**src/rtl/imm_gen_pipe.sv**
```systemverilog
// imm_gen_pipe: pipelined rv32i immediate generator behind a valid/ready skid buffer
// Ports:
//   clk, rst_n            clock and synchronous active-low reset
//   instr, src, tag_in    instruction word, format select, sideband tag
//   in_valid, in_ready    input handshake (in_ready is registered)
//   imm_out, tag_out      extended immediate and its tag
//   imm_err               unsupported format/opcode, imm_out forced to 0
//   out_valid, out_ready  output handshake
module imm_gen_pipe #(
   parameter int XLEN        = 32,
   parameter bit AUTO_DECODE = 1'b0,
   parameter int TAG_W       = 32
) (
   input  logic             clk,
   input  logic             rst_n,
   input  logic [31:0]      instr,
   input  logic [2:0]       src,
   input  logic [TAG_W-1:0] tag_in,
   input  logic             in_valid,
   output logic             in_ready,
   output logic [XLEN-1:0]  imm_out,
   output logic [TAG_W-1:0] tag_out,
   output logic             imm_err,
   output logic             out_valid,
   input  logic             out_ready
);
   logic [6:0]       opc;
   logic [2:0]       f3, dec, fmt;
   logic             sgn, err_c, in_fire, load_out;
   logic [XLEN-1:0]  imm_c, imm_u, imm_sh;
   logic             skid_valid, skid_err;
   logic [XLEN-1:0]  skid_imm;
   logic [TAG_W-1:0] skid_tag;
   assign opc      = instr[6:0];
   assign f3       = instr[14:12];
   assign sgn      = instr[31];
   assign in_fire  = in_valid & in_ready;
   assign load_out = ~out_valid | out_ready;
   // The shift drops the surplus sign copies, leaving instr[31:12] at bit 12 upward.
   assign imm_u  = {{(XLEN-20){sgn}}, instr[31:12]} << 12;
   assign imm_sh = (XLEN == 64) ? {{(XLEN-6){1'b0}}, instr[25:20]} : {{(XLEN-5){1'b0}}, instr[24:20]};
   always_comb begin
      // funct3 001/101 under OP-IMM are the shifts; CSR immediates have funct3[2] set.
      dec = (opc == 7'b0000011 || opc == 7'b1100111) ? 3'd0 :
            (opc == 7'b0010011) ? ((f3[1:0] == 2'b01) ? 3'd6 : 3'd0) :
            (opc == 7'b0100011) ? 3'd1 :
            (opc == 7'b1100011) ? 3'd2 :
            (opc == 7'b0110111 || opc == 7'b0010111) ? 3'd4 :
            (opc == 7'b1101111) ? 3'd3 :
            (opc == 7'b1110011) ? (f3[2] ? 3'd5 : 3'd0) : 3'd7;
      fmt   = AUTO_DECODE ? dec : src;
      err_c = (fmt == 3'd7);
      imm_c = (fmt == 3'd0) ? {{(XLEN-12){sgn}}, instr[31:20]} :
              (fmt == 3'd1) ? {{(XLEN-12){sgn}}, instr[31:25], instr[11:7]} :
              (fmt == 3'd2) ? {{(XLEN-12){sgn}}, instr[7], instr[30:25], instr[11:8], 1'b0} :
              (fmt == 3'd3) ? {{(XLEN-20){sgn}}, instr[19:12], instr[20], instr[30:21], 1'b0} :
              (fmt == 3'd4) ? imm_u :
              (fmt == 3'd5) ? {{(XLEN-5){1'b0}}, instr[19:15]} :
              (fmt == 3'd6) ? imm_sh : '0;
   end
   // A full skid implies a valid, stalled output register, so in_ready tracks the next skid state.
   always_ff @(posedge clk) begin
      if (!rst_n) begin
         in_ready   <= 1'b0;
         out_valid  <= 1'b0;
         imm_out    <= '0;
         tag_out    <= '0;
         imm_err    <= 1'b0;
         skid_valid <= 1'b0;
         skid_imm   <= '0;
         skid_tag   <= '0;
         skid_err   <= 1'b0;
      end else begin
         in_ready <= skid_valid ? out_ready : (load_out | ~in_fire);
         if (skid_valid) begin
            if (out_ready) begin
               imm_out    <= skid_imm;
               tag_out    <= skid_tag;
               imm_err    <= skid_err;
               skid_valid <= 1'b0;
            end
         end else if (load_out) begin
            out_valid <= in_fire;
            if (in_fire) begin
               imm_out <= imm_c;
               tag_out <= tag_in;
               imm_err <= err_c;
            end
         end else if (in_fire) begin
            skid_imm   <= imm_c;
            skid_tag   <= tag_in;
            skid_err   <= err_c;
            skid_valid <= 1'b1;
         end
      end
   end
endmodule

```
**config.mk**
```make
export PLATFORM = sky130hd
export DESIGN_NAME = imm_gen_pipe
export DESIGN_NICKNAME = d
export VERILOG_FILES = /design/src/rtl/imm_gen_pipe.sv
export SDC_FILE = /design/constraint.sdc
export NUM_CORES = 1
export LEC_CHECK = 0
export ABC_CLOCK_PERIOD_IN_PS = 1600
export CAP_MARGIN = 15
export CORE_MARGIN = 3
export CORE_UTILIZATION = 30
export CTS_CLUSTER_DIAMETER = 40
export DETAILED_ROUTE_END_ITERATION = 8
export SLEW_MARGIN = 5
export SYNTH_ARGS = -nofsm -noshare
export SYNTH_HDL_FRONTEND = slang
export SYNTH_SLANG_ARGS = --single-unit
```
**constraint.sdc**
```tcl
create_clock -name clk -period 1.6 [get_ports clk]
set_input_delay 0.32 -clock clk [delete_from_list [all_inputs] [get_ports clk]]
set_output_delay 0.32 -clock clk [all_outputs]
set_load 0.1 [all_outputs]
```
==> metrics.json, run 1 <==
{
  "global_route": {
    "grt_util_all_layers_pct": 15.1,
    "antenna_found_initial": 0,
    "global_route.overflow_total": 0,
    "pin_count_of_the_biggest_net_entering_global_routing": 62,
    "grt_pass1_vias": 5106,
    "first_pass_grt_wire_length_um": 26500
  },
  "pwr": {
    "seqPwrFrac_pct": 36.7,
    "power.internal_w": 0.00692,
    "overall_power_after_layout_w": 0.00973,
    "p_leak_nw": 3.09,
    "pwr_density_cell_nw_per_um2": 1090,
    "share_clk_of_total_power_pct": 42.0,
    "netSwitchingFraction_pct": 28.9,
    "switching_power_w": 0.00281,
    "irDropWorstVdd_v": 0.000685,
    "power.share.combinational_pct": 21.3
  },
  "critical_path": {
    "worst_r2r_path_depth": 6,
    "timing_worst_setup_path_type": "in -> reg",
    "worstPathCellList": "clkdlybuf4s50_1, nand2_1, nor4b_4, buf_4, clkbuf_16, nor2_1, a211oi_1",
    "r2r-end": "skid_imm[30]",
    "cp_max_fo": 30,
    "critical-path-max-stage-delay_ns": 0.47,
    "category_of_cells_accounting_for_the_largest_share_of_critical_path_delay": "buffers and inverters",
    "worst-r2r-setup-slack_ns": 0.10,
    "timing.critical_path.arrival_ns": 1.84,
    "worst_setup_path_start_kind": "input port",
    "worst-path-buf-inv": 3,
    "regToRegStartpoint": "in_ready",
    "end_kind": "flop",
    "critPathSlowestCell": "clkdlybuf4s50_1",
    "crit_required_ns": 1.92
  },
  "drt": {
    "drt_drc_violations_left": 0,
    "avgViaCountPerCell": 4.84,
    "firstDrtPassIters": 4,
    "dr.first_iter.drc_count": 263,
    "wire_per_inst_um": 15.1,
    "drtAntennaViolNets": 0,
    "finalWirelength_um": 16200,
    "routed-via-count": 5194
  },
  "logic_synthesis": {
    "dominant_combinational_cell_family_by_area_after_synthesis": "compound AO/OA/AOI/OAI gates",
    "count_of_flip_flops_with_a_built_in_enable_after_synthesis": 0,
    "avgSynthCellArea_um2": 8.61,
    "synth_compound_gate_area_share_pct": 21.9,
    "synth.cell_area_um2": 5820,
    "synth_sequential_area_ratio_pct": 45.8,
    "synthXorXnorAreaFrac_pct": 0.473,
    "synth_warnings": 0,
    "post_synth_and_or_nand_nor_area_fraction_pct": 18.4,
    "asyncSetResetFlopFracSynth_pct": 0,
    "yosys_most_used_dff": "dfxtp_1",
    "muxShareOfSynthArea_pct": 7.48,
    "synth.lib_cells_used.distinct": 38,
    "synth_seq_cells": 133,
    "synthesis.nets": 747,
    "post_synth_fa_ha_maj_area_fraction_pct": 0,
    "post_synth_inst_count": 676
  },
  "place": {
    "placement.io_buffers": 130,
    "placement.cell_area_um2": 8240,
    "gp_congestion": 0.799,
    "dp.final_hpwl_um": 10700
  },
  "timing": {
    "final-hold-violation-count": 0,
    "post-route-period-util_pct": 95.0,
    "grt_setup_unrepaired": "false",
    "final.setup.tns_ns": 0,
    "skew_ns": 0.00735,
    "finalHoldWorstSlack_ns": 0.318,
    "setup_viol": 0,
    "timing.final.max_slew_violations": 0,
    "maxSlewHeadroom_pct": 78.8,
    "maxClockFrequency_ghz": 0.658,
    "tightestPinTransition_ns": 0.317,
    "post-route-min-period_ns": 1.52
  },
  "worst_hold_path": {
    "endpoint_with_the_worst_hold_slack": "skid_imm[24]",
    "worst_hold_startpoint": "rst_n",
    "hold-path-cell-count": 3,
    "worst_min_path_class": "in -> reg"
  },
  "final_layout": {
    "layout-area-overhead-vs-synth_pct": 52.8,
    "register_area_um2": 2670,
    "finish.instance_area_um2": 8890,
    "multi_input_comb_area_um2": 2830,
    "layout-drive-gt1-share_pct": 19.6,
    "antenna_cells": 0,
    "fill_cells": 1793,
    "final_layout_net_count": 871
  },
  "clock_network": {
    "clock_sinks": 133,
    "number_of_levels_the_h_tree_was_split_into": 4,
    "ctsHoldBuffers": 0,
    "tritoncts_clock_tree": "done",
    "clk-insertion-delay-late_ns": 0.41,
    "tritoncts.num_buffers": 17,
    "clockRootBuffer": "clkbuf_16",
    "cts-root-to-sink-buffers": 2,
    "clk_pin_slew_worst_paths_ns": 0.06
  },
  "run": {
    "max_cap_violations": 0
  },
  "floorplanning": {
    "die-area_um2": 21100,
    "die_x_um": 145,
    "initial_core_util_pct": 30.8,
    "design.core.area_um2": 18900,
    "num_rows": 50,
    "floorplan.io_pins": 138,
    "die-height_um": 145
  },
  "run_status": {
    "outcome": "finished clean"
  }
}
-- logic make-up (layout without fill, tap and decap cells) --
group | count (synthesis) | after routing
compound gates | 199 | 199
flops | 133 | 133
mux | 43 | 43
xor+xnor | 1 | 1
simple gates | 230 | 230
buf+inv | 70 | 207
-- state kept, by name, summed over array words and instances, names as in the netlist --
| register | flops |
|---|---|
| tag_out | 32 |
| imm_err | 1 |
| skid_valid | 1 |
| skid_tag | 32 |
| skid_err | 1 |
| out_valid | 1 |
| skid_imm | 32 |
| imm_out | 32 |
| in_ready | 1 |
-- power by group through the flow --
stage                     clock network [W]  registers [W]  logic (W)
final                               0.00408        0.00357    0.00208
after CTS                           0.00417        0.00357    0.00209
after global routing                0.00432        0.00358    0.00218
after floorplan                           0        0.00435   0.000493
after global placement                    0        0.00364    0.00207
after detailed placement                  0        0.00364    0.00208
-- routing by layer --
metal  vias up  GRT usage [%]  part of all wire (%)
met4         0           4.27                  0.74
met5         -              0                     0
met3         9           3.97                   4.6
met1      2442           19.6                    46
li1       2645              -                     -
met2        98           25.0                    49
-- worst max path at each step --
stage                     startpoint           end  slack [ns]  cells after the start
after floorplan             in_ready   imm_out[12]        0.06                      6
after CTS                  out_ready  skid_imm[30]        0.07                      5
after global placement        src[0]   imm_out[12]       -0.29                      6
after detailed placement   out_ready  skid_imm[30]       -0.35                      5
final                       in_valid  skid_imm[30]        0.08                      7
after global routing        in_valid   skid_tag[1]       0.003                      8
-- area by class of cell --
| cell class | count | area share, % |
|---|---|---|
| flip-flops and latches | 133 | 30.1 |
| multi-input cells | 473 | 31.8 |
| clock inverters | 8 | 1.34 |
| well taps | 260 | 3.66 |
| repair buffers | 173 | 27.4 |
| inverters | 2 | 0.0985 |
| clock buffers | 24 | 5.65 |
-- per-stage QoR --
stage,setup slack (ns),instances,utilization (%)
6_report,0.0807,1073,47.1
5_1_grt,0.00254,1073,47.1
3_5_place_dp,-0.352,1038,43.6
4_1_cts,0.0741,1070,46.9
2_1_floorplan,0.0564,676,-
3_3_place_gp,-0.288,1038,43.6
-- cell usage in the layout (no fill, tap or decap), drive strengths merged, types with 11 or more instances in the layout --
| master | netlist | final |
|---|---|---|
| a211oi | 50 | 50 |
| a21oi | 90 | 90 |
| buf | 36 | 110 |
| clkbuf | 32 | 25 |
| clkdlybuf4s50 | 0 | 62 |
| dfxtp | 133 | 133 |
| mux2i | 39 | 39 |
| nand2 | 102 | 102 |
| nand2b | 11 | 11 |
| nand3 | 13 | 13 |
| nand4 | 13 | 13 |
| nor2 | 52 | 52 |
| nor2b | 15 | 15 |
| o21ai | 18 | 18 |
| o221ai | 13 | 13 |
| o22ai | 11 | 11 |
-- timing repair --
item / 4_1_cts / 5_1_grt
setup buffers: 0 / 2
gates resized for setup: 0 / 2
setup endpoints to repair: 0 / 8
-- Yosys cell counts (9+ instances only) --
| cell type | count | area share, % |
|---|---|---|
| dfxtp_1 | 133 | 46 |
| nand2_1 | 102 | 6.6 |
| a21oi_1 | 90 | 7.7 |
| nor2_1 | 52 | 3.4 |
| a211oi_1 | 48 | 6.2 |
| mux2i_1 | 39 | 6.7 |
| clkbuf_1 | 32 | 2.1 |
| buf_2 | 25 | 2.2 |
| o21ai_0 | 18 | 1.5 |
| nor2b_1 | 15 | 1.6 |
| nand3_1 | 13 | 1.1 |
| nand4_1 | 13 | 1.4 |
| nand2b_1 | 11 | 1.2 |
| o22ai_1 | 11 | 1.2 |
| o221ai_1 | 9 | 1.4 |
| o22a_1 | 9 | 1.4 |
-- worst reg2reg max path, cell delays in order (launching register included) --
cell and delay, ns:
dfxtp_4 0.36, nand2_1 0.10, nor4b_4 0.29, buf_4 0.17, clkbuf_16 0.20, nor2_1 0.07, a211oi_1 0.22
Power figures use the tool's default switching activity.
==> inputs of run 2 (changes only) <==
--- a/config.mk
+++ b/config.mk
@@ -11,6 +11,7 @@
 export CORE_UTILIZATION = 30
 export CTS_CLUSTER_DIAMETER = 40
 export DETAILED_ROUTE_END_ITERATION = 8
+export PLACE_DENSITY_LB_ADDON = 0.3
 export SLEW_MARGIN = 5
 export SYNTH_ARGS = -nofsm -noshare
 export SYNTH_HDL_FRONTEND = slang
==> run 2 against run 1 <==
  * Largest power group unchanged
  * Via count grew 0.50%
  * Sequential share of layout area grew 0.11 points
  * Setup slack lost 0.010 ns
  * Critical path type unchanged
  * Largest cell class unchanged
  * Combinational power is essentially flat
  * Critical path depth shrank 1
  * Final cell count grew 0.37%
==> metrics.json, run 2 (synthesis results as in run 1) <==
{
  "run_status": {
    "outcome": "finished clean"
  },
  "critical_path": {
    "critical-path-max-stage-delay_ns": 0.56,
    "timing.critical_path.arrival_ns": 1.86,
    "end_kind": "flop",
    "category_of_cells_accounting_for_the_largest_share_of_critical_path_delay": "buffers and inverters",
    "timing_worst_setup_path_type": "in -> reg",
    "crit_required_ns": 1.93,
    "worst-path-buf-inv": 2,
    "critPathSlowestCell": "clkdlybuf4s50_1",
    "worstPathCellList": "clkdlybuf4s50_1, buf_4, xor2_4, mux2i_1, mux2_2, o221ai_2",
    "cp_max_fo": 4,
    "worst_setup_path_start_kind": "input port"
  },
  "pwr": {
    "irDropWorstVdd_v": 0.000716,
    "p_leak_nw": 3.06,
    "pwr_density_cell_nw_per_um2": 1060,
    "overall_power_after_layout_w": 0.00940
  },
  "timing": {
    "skew_ns": 0.00923,
    "post-route-period-util_pct": 95.6,
    "final-hold-violation-count": 0,
    "post-route-min-period_ns": 1.53,
    "maxClockFrequency_ghz": 0.654,
    "finalHoldWorstSlack_ns": 0.244,
    "timing.final.max_slew_violations": 0,
    "tightestPinTransition_ns": 0.316,
    "grt_setup_unrepaired": "false",
    "maxSlewHeadroom_pct": 78.8,
    "setup_viol": 0
  },
  "drt": {
    "finalWirelength_um": 16200,
    "drt_drc_violations_left": 0,
    "highest-signal-layer": "met4",
    "met1_length_um": 7530,
    "firstDrtPassIters": 4,
    "routed-via-count": 5220,
    "dr.first_iter.drc_count": 247,
    "routed_wl_met2_um": 7670,
    "met3_wirelength_um": 784,
    "avgViaCountPerCell": 4.85,
    "wire_per_inst_um": 15.1,
    "drtAntennaViolNets": 0
  },
  "floorplanning": {
    "die-area_um2": 21100,
    "initial_core_util_pct": 30.8,
    "die-height_um": 145,
    "floorplan.io_pins": 138,
    "num_rows": 50,
    "design.core.area_um2": 18900,
    "die_x_um": 145
  },
  "clock_network": {
    "cts-root-to-sink-buffers": 2,
    "tritoncts.num_buffers": 17,
    "clock_sinks": 133,
    "clk-insertion-delay-late_ns": 0.42,
    "clockRootBuffer": "clkbuf_16",
    "tritoncts_clock_tree": "done",
    "clk_pin_slew_worst_paths_ns": 0.06,
    "ctsHoldBuffers": 0,
    "number_of_levels_the_h_tree_was_split_into": 4
  },
  "final_layout": {
    "layout-drive-gt1-share_pct": 20.2,
    "fill_cells": 1826,
    "antenna_cells": 0,
    "final_layout_net_count": 875,
    "commonest_cells_after_routing_fill_and_taps_aside": "dfxtp_1 (130), nand2_1 (102), a21oi_1 (90)",
    "multi_input_comb_area_um2": 2840,
    "register_area_um2": 2670,
    "layout-area-overhead-vs-synth_pct": 52.3,
    "final_common_cell": "dfxtp_1"
  },
  "run": {
    "max_cap_violations": 0
  },
  "global_route": {
    "first_pass_grt_wire_length_um": 25800,
    "grt_pass1_vias": 4850,
    "global_route.overflow_total": 0,
    "pin_count_of_the_biggest_net_entering_global_routing": 60,
    "grt_util_all_layers_pct": 14.9,
    "antenna_found_initial": 0
  },
  "place": {
    "placement.io_buffers": 130,
    "gp_congestion": 0.777,
    "dp.final_hpwl_um": 10900
  },
  "worst_hold_path": {
    "worst_min_path_class": "in -> reg"
  }
}
-- run 2: through the flow --
stage | utilization [%] | setup slack, ns | cell area, um2 | std cells | setup TNS, ns
after floorplan | - | 0.0564 | 5830 | 676 | 0
after global placement | 43.7 | -0.298 | 8260 | 1042 | -29.55
after detailed placement | 43.7 | -0.341 | 8260 | 1042 | -32.49
after CTS | 46.7 | 0.0735 | 8820 | 1074 | 0
after global routing | 46.9 | 0.00535 | 8860 | 1077 | 0
final | 46.9 | 0.0707 | 8860 | 1077 | 0
-- run 2: worst paths after layout --
check	slack [ns]	startpoint	cells after the start	to
min reg2reg	0.45	skid_tag[18]	2	skid_tag[18]
max reg2reg	0.14	skid_valid	5	skid_imm[22]
min	0.24	rst_n	2	imm_err
max	0.07	src[1]	6	imm_out[3]
-- run 2: area by class of cell --
type / instances / share of cell area (%)
tap: 260 / 3.67
multi-input combinational: 473 / 32.0
clock inverter: 13 / 1.52
clock buffer: 19 / 4.89
sequential: 133 / 30.2
inverter: 2 / 0.0847
timing repair buffer: 177 / 27.7
-- run 2: repair_timing --
| action | 4_1_cts | 5_1_grt |
|---|---|---|
| resized for setup | 0 | 4 |
| buffers inserted | 0 | 1 |
| endpoints found under the setup margin | 0 | 18 |
-- run 2: metal layers --
metal  global-route usage, %  vias up
li1                        -     2670
met1                    19.9     2420
met2                    23.7      110
met3                    3.53       20
met4                    5.18        0
met5                       0        -
-- run 2: report_power, final --
group	total, W	switching, W	internal [W]
Combinational	0.00208	0.00126	0.000814
Clock	0.00375	0.00147	0.00228
Sequential	0.00357	0.000129	0.00344
==> inputs of run 3 (changes only) <==
--- a/config.mk
+++ b/config.mk
@@ -7,11 +7,14 @@
 export LEC_CHECK = 0
 export ABC_CLOCK_PERIOD_IN_PS = 1600
 export CAP_MARGIN = 15
+export CELL_PAD_IN_SITES_DETAIL_PLACEMENT = 1
+export CELL_PAD_IN_SITES_GLOBAL_PLACEMENT = 2
 export CORE_MARGIN = 3
-export CORE_UTILIZATION = 30
+export CORE_UTILIZATION = 29
 export CTS_CLUSTER_DIAMETER = 40
 export DETAILED_ROUTE_END_ITERATION = 8
-export PLACE_DENSITY_LB_ADDON = 0.3
+export PLACE_DENSITY = 0.83
+export REMOVE_ABC_BUFFERS = 1
 export SLEW_MARGIN = 5
 export SYNTH_ARGS = -nofsm -noshare
 export SYNTH_HDL_FRONTEND = slang
==> run 3 against run 2 <==
  * Sequential power hardly changed
  * Final cell count unchanged
  * Final area grew 0.68%
  * Register-to-register slack got worse by 0.04 ns
  * Clock skew is 0.0030 ns lower
  * Via count is 4.5% higher
  * Die area is 3.3% higher
  * Fmax decreased by 1.3%
  * Largest cell class unchanged
  * Highest routed layer unchanged
==> metrics.json, run 3 (synthesis results as in run 1) <==
{
  "pwr": {
    "switching_power_w": 0.00290,
    "netSwitchingFraction_pct": 30.0,
    "p_leak_nw": 3.09,
    "overall_power_after_layout_w": 0.00968,
    "pwr_density_cell_nw_per_um2": 1080,
    "seqPwrFrac_pct": 36.9,
    "power.share.combinational_pct": 21.7,
    "irDropWorstVdd_v": 0.000711,
    "power.internal_w": 0.00678,
    "share_clk_of_total_power_pct": 41.4
  },
  "drt": {
    "drt_drc_violations_left": 0,
    "wire_per_inst_um": 17.3,
    "dr.first_iter.drc_count": 282,
    "firstDrtPassIters": 4,
    "finalWirelength_um": 18600,
    "avgViaCountPerCell": 5.07,
    "routed-via-count": 5457,
    "drtAntennaViolNets": 0
  },
  "global_route": {
    "grt_pass1_vias": 5754,
    "first_pass_grt_wire_length_um": 29800,
    "grt_util_all_layers_pct": 16.9,
    "pin_count_of_the_biggest_net_entering_global_routing": 92,
    "antenna_found_initial": 0,
    "global_route.overflow_total": 0
  },
  "critical_path": {
    "critPathSlowestCell": "clkdlybuf4s50_1",
    "timing.critical_path.arrival_ns": 1.89,
    "crit_required_ns": 1.94,
    "category_of_cells_accounting_for_the_largest_share_of_critical_path_delay": "buffers and inverters",
    "timing_worst_setup_path_type": "in -> reg",
    "cp_max_fo": 23,
    "worst_setup_path_start_kind": "input port",
    "worstPathCellList": "clkdlybuf4s50_1, nand2_2, nor4b_4, buf_6, buf_4, clkbuf_16, nand3b_1, a21oi_1",
    "worst-path-buf-inv": 4,
    "end_kind": "flop",
    "critical-path-max-stage-delay_ns": 0.49
  },
  "place": {
    "dp.final_hpwl_um": 12800,
    "gp_congestion": 0.869,
    "placement.io_buffers": 130
  },
  "clock_network": {
    "number_of_levels_the_h_tree_was_split_into": 4,
    "clockRootBuffer": "clkbuf_16",
    "tritoncts.num_buffers": 17,
    "clk_pin_slew_worst_paths_ns": 0.06,
    "clk-insertion-delay-late_ns": 0.41,
    "clock_sinks": 133,
    "tritoncts_clock_tree": "done",
    "cts-root-to-sink-buffers": 2
  },
  "floorplanning": {
    "num_rows": 51,
    "die-area_um2": 21800,
    "initial_core_util_pct": 29.7,
    "die_x_um": 148,
    "floorplan.io_pins": 138,
    "die-height_um": 148,
    "design.core.area_um2": 19600
  },
  "worst_hold_path": {
    "worst_min_path_class": "in -> reg"
  },
  "final_layout": {
    "layout-area-overhead-vs-synth_pct": 53.3,
    "commonest_cells_after_routing_fill_and_taps_aside": "dfxtp_1 (132), nand2_1 (101), a21oi_1 (89)",
    "layout-drive-gt1-share_pct": 20.3,
    "final_core_utilization_pct": 45.5,
    "final_common_cell": "dfxtp_1",
    "antenna_cells": 0,
    "final_layout_net_count": 871
  },
  "run": {
    "max_cap_violations": 0
  },
  "timing": {
    "skew_ns": 0.00623,
    "post-route-min-period_ns": 1.55,
    "tightestPinTransition_ns": 0.487,
    "maxClockFrequency_ghz": 0.645,
    "timing.final.max_slew_violations": 0,
    "post-route-period-util_pct": 96.9,
    "maxSlewHeadroom_pct": 67.5,
    "final-hold-violation-count": 0,
    "setup_viol": 0,
    "final.setup.tns_ns": 0
  },
  "run_status": {
    "outcome": "finished clean"
  }
}
## run 3: cell count changes in the layout (fill, tap and decap cells not counted), moves of 2 or more
cell and delta:
buf_4 -7, buf_6 +4, a211oi_1 -3, a211oi_2 +3, clkinvlp_4 -3, clkbuf_1 -2, clkbuf_8 +2, dfxtp_1 +2
dfxtp_4 -2
## run 3: area by class of cell
cell class / count / area (um2)
fillers: 2204 / 10700
clock buffers: 19 / 453
inverters: 2 / 7.51
multi-input cells: 473 / 2860
well taps: 265 / 332
clock inverters: 12 / 153
repair buffers: 173 / 2450
flip-flops and latches: 133 / 2670
## run 3: timing repair
action / 4_1_cts / 5_1_grt
pin swaps: 1 / 1
gates resized for setup: 0 / 14
hold buffers: 0 / 0
endpoints found under the setup margin: 3 / 55
cloned: 0 / 1
buffers inserted: 0 / 2
## run 3: path summary, 6_finish.rpt
check,cells after the start,startpoint,to,slack (ns)
setup / recovery,8,in_valid,skid_imm[7],0.05
hold / removal,2,rst_n,imm_err,0.28
setup reg to reg,7,in_ready,skid_imm[7],0.10
hold reg to reg,2,skid_tag[11],skid_tag[11],0.45
## run 3: power by group through the flow
stage / clock [W] / sequential [W] / combinational [W]
3_5_place_dp: 0 / 0.00365 / 0.00209
3_3_place_gp: 0 / 0.00364 / 0.00206
5_1_grt: 0.00427 / 0.00359 / 0.00220
2_1_floorplan: 0 / 0.00436 / 0.000417
4_1_cts: 0.00411 / 0.00358 / 0.00210
6_report: 0.00400 / 0.00357 / 0.00210
## run 3: per-stage QoR
stage / hold WS (ns) / cell area (um2) / setup slack, ns / cells
floorplan: 0.436 / 5480 / -4.02 / 608
global placement: 0.441 / 8220 / -0.348 / 1043
detailed placement: 0.448 / 8220 / -0.446 / 1043
CTS: 0.256 / 8820 / -0.00670 / 1074
global route: 0.268 / 8920 / -0.0175 / 1077
finish: 0.277 / 8920 / 0.0503 / 1077
## run 3: layer usage
metal,track usage (%),part of all wire [%],routed length (um)
met4,6.29,2.0,371
met3,3.49,3.0,563
met1,20.5,42,7860
met2,29.6,53,9800
met5,0,0,0
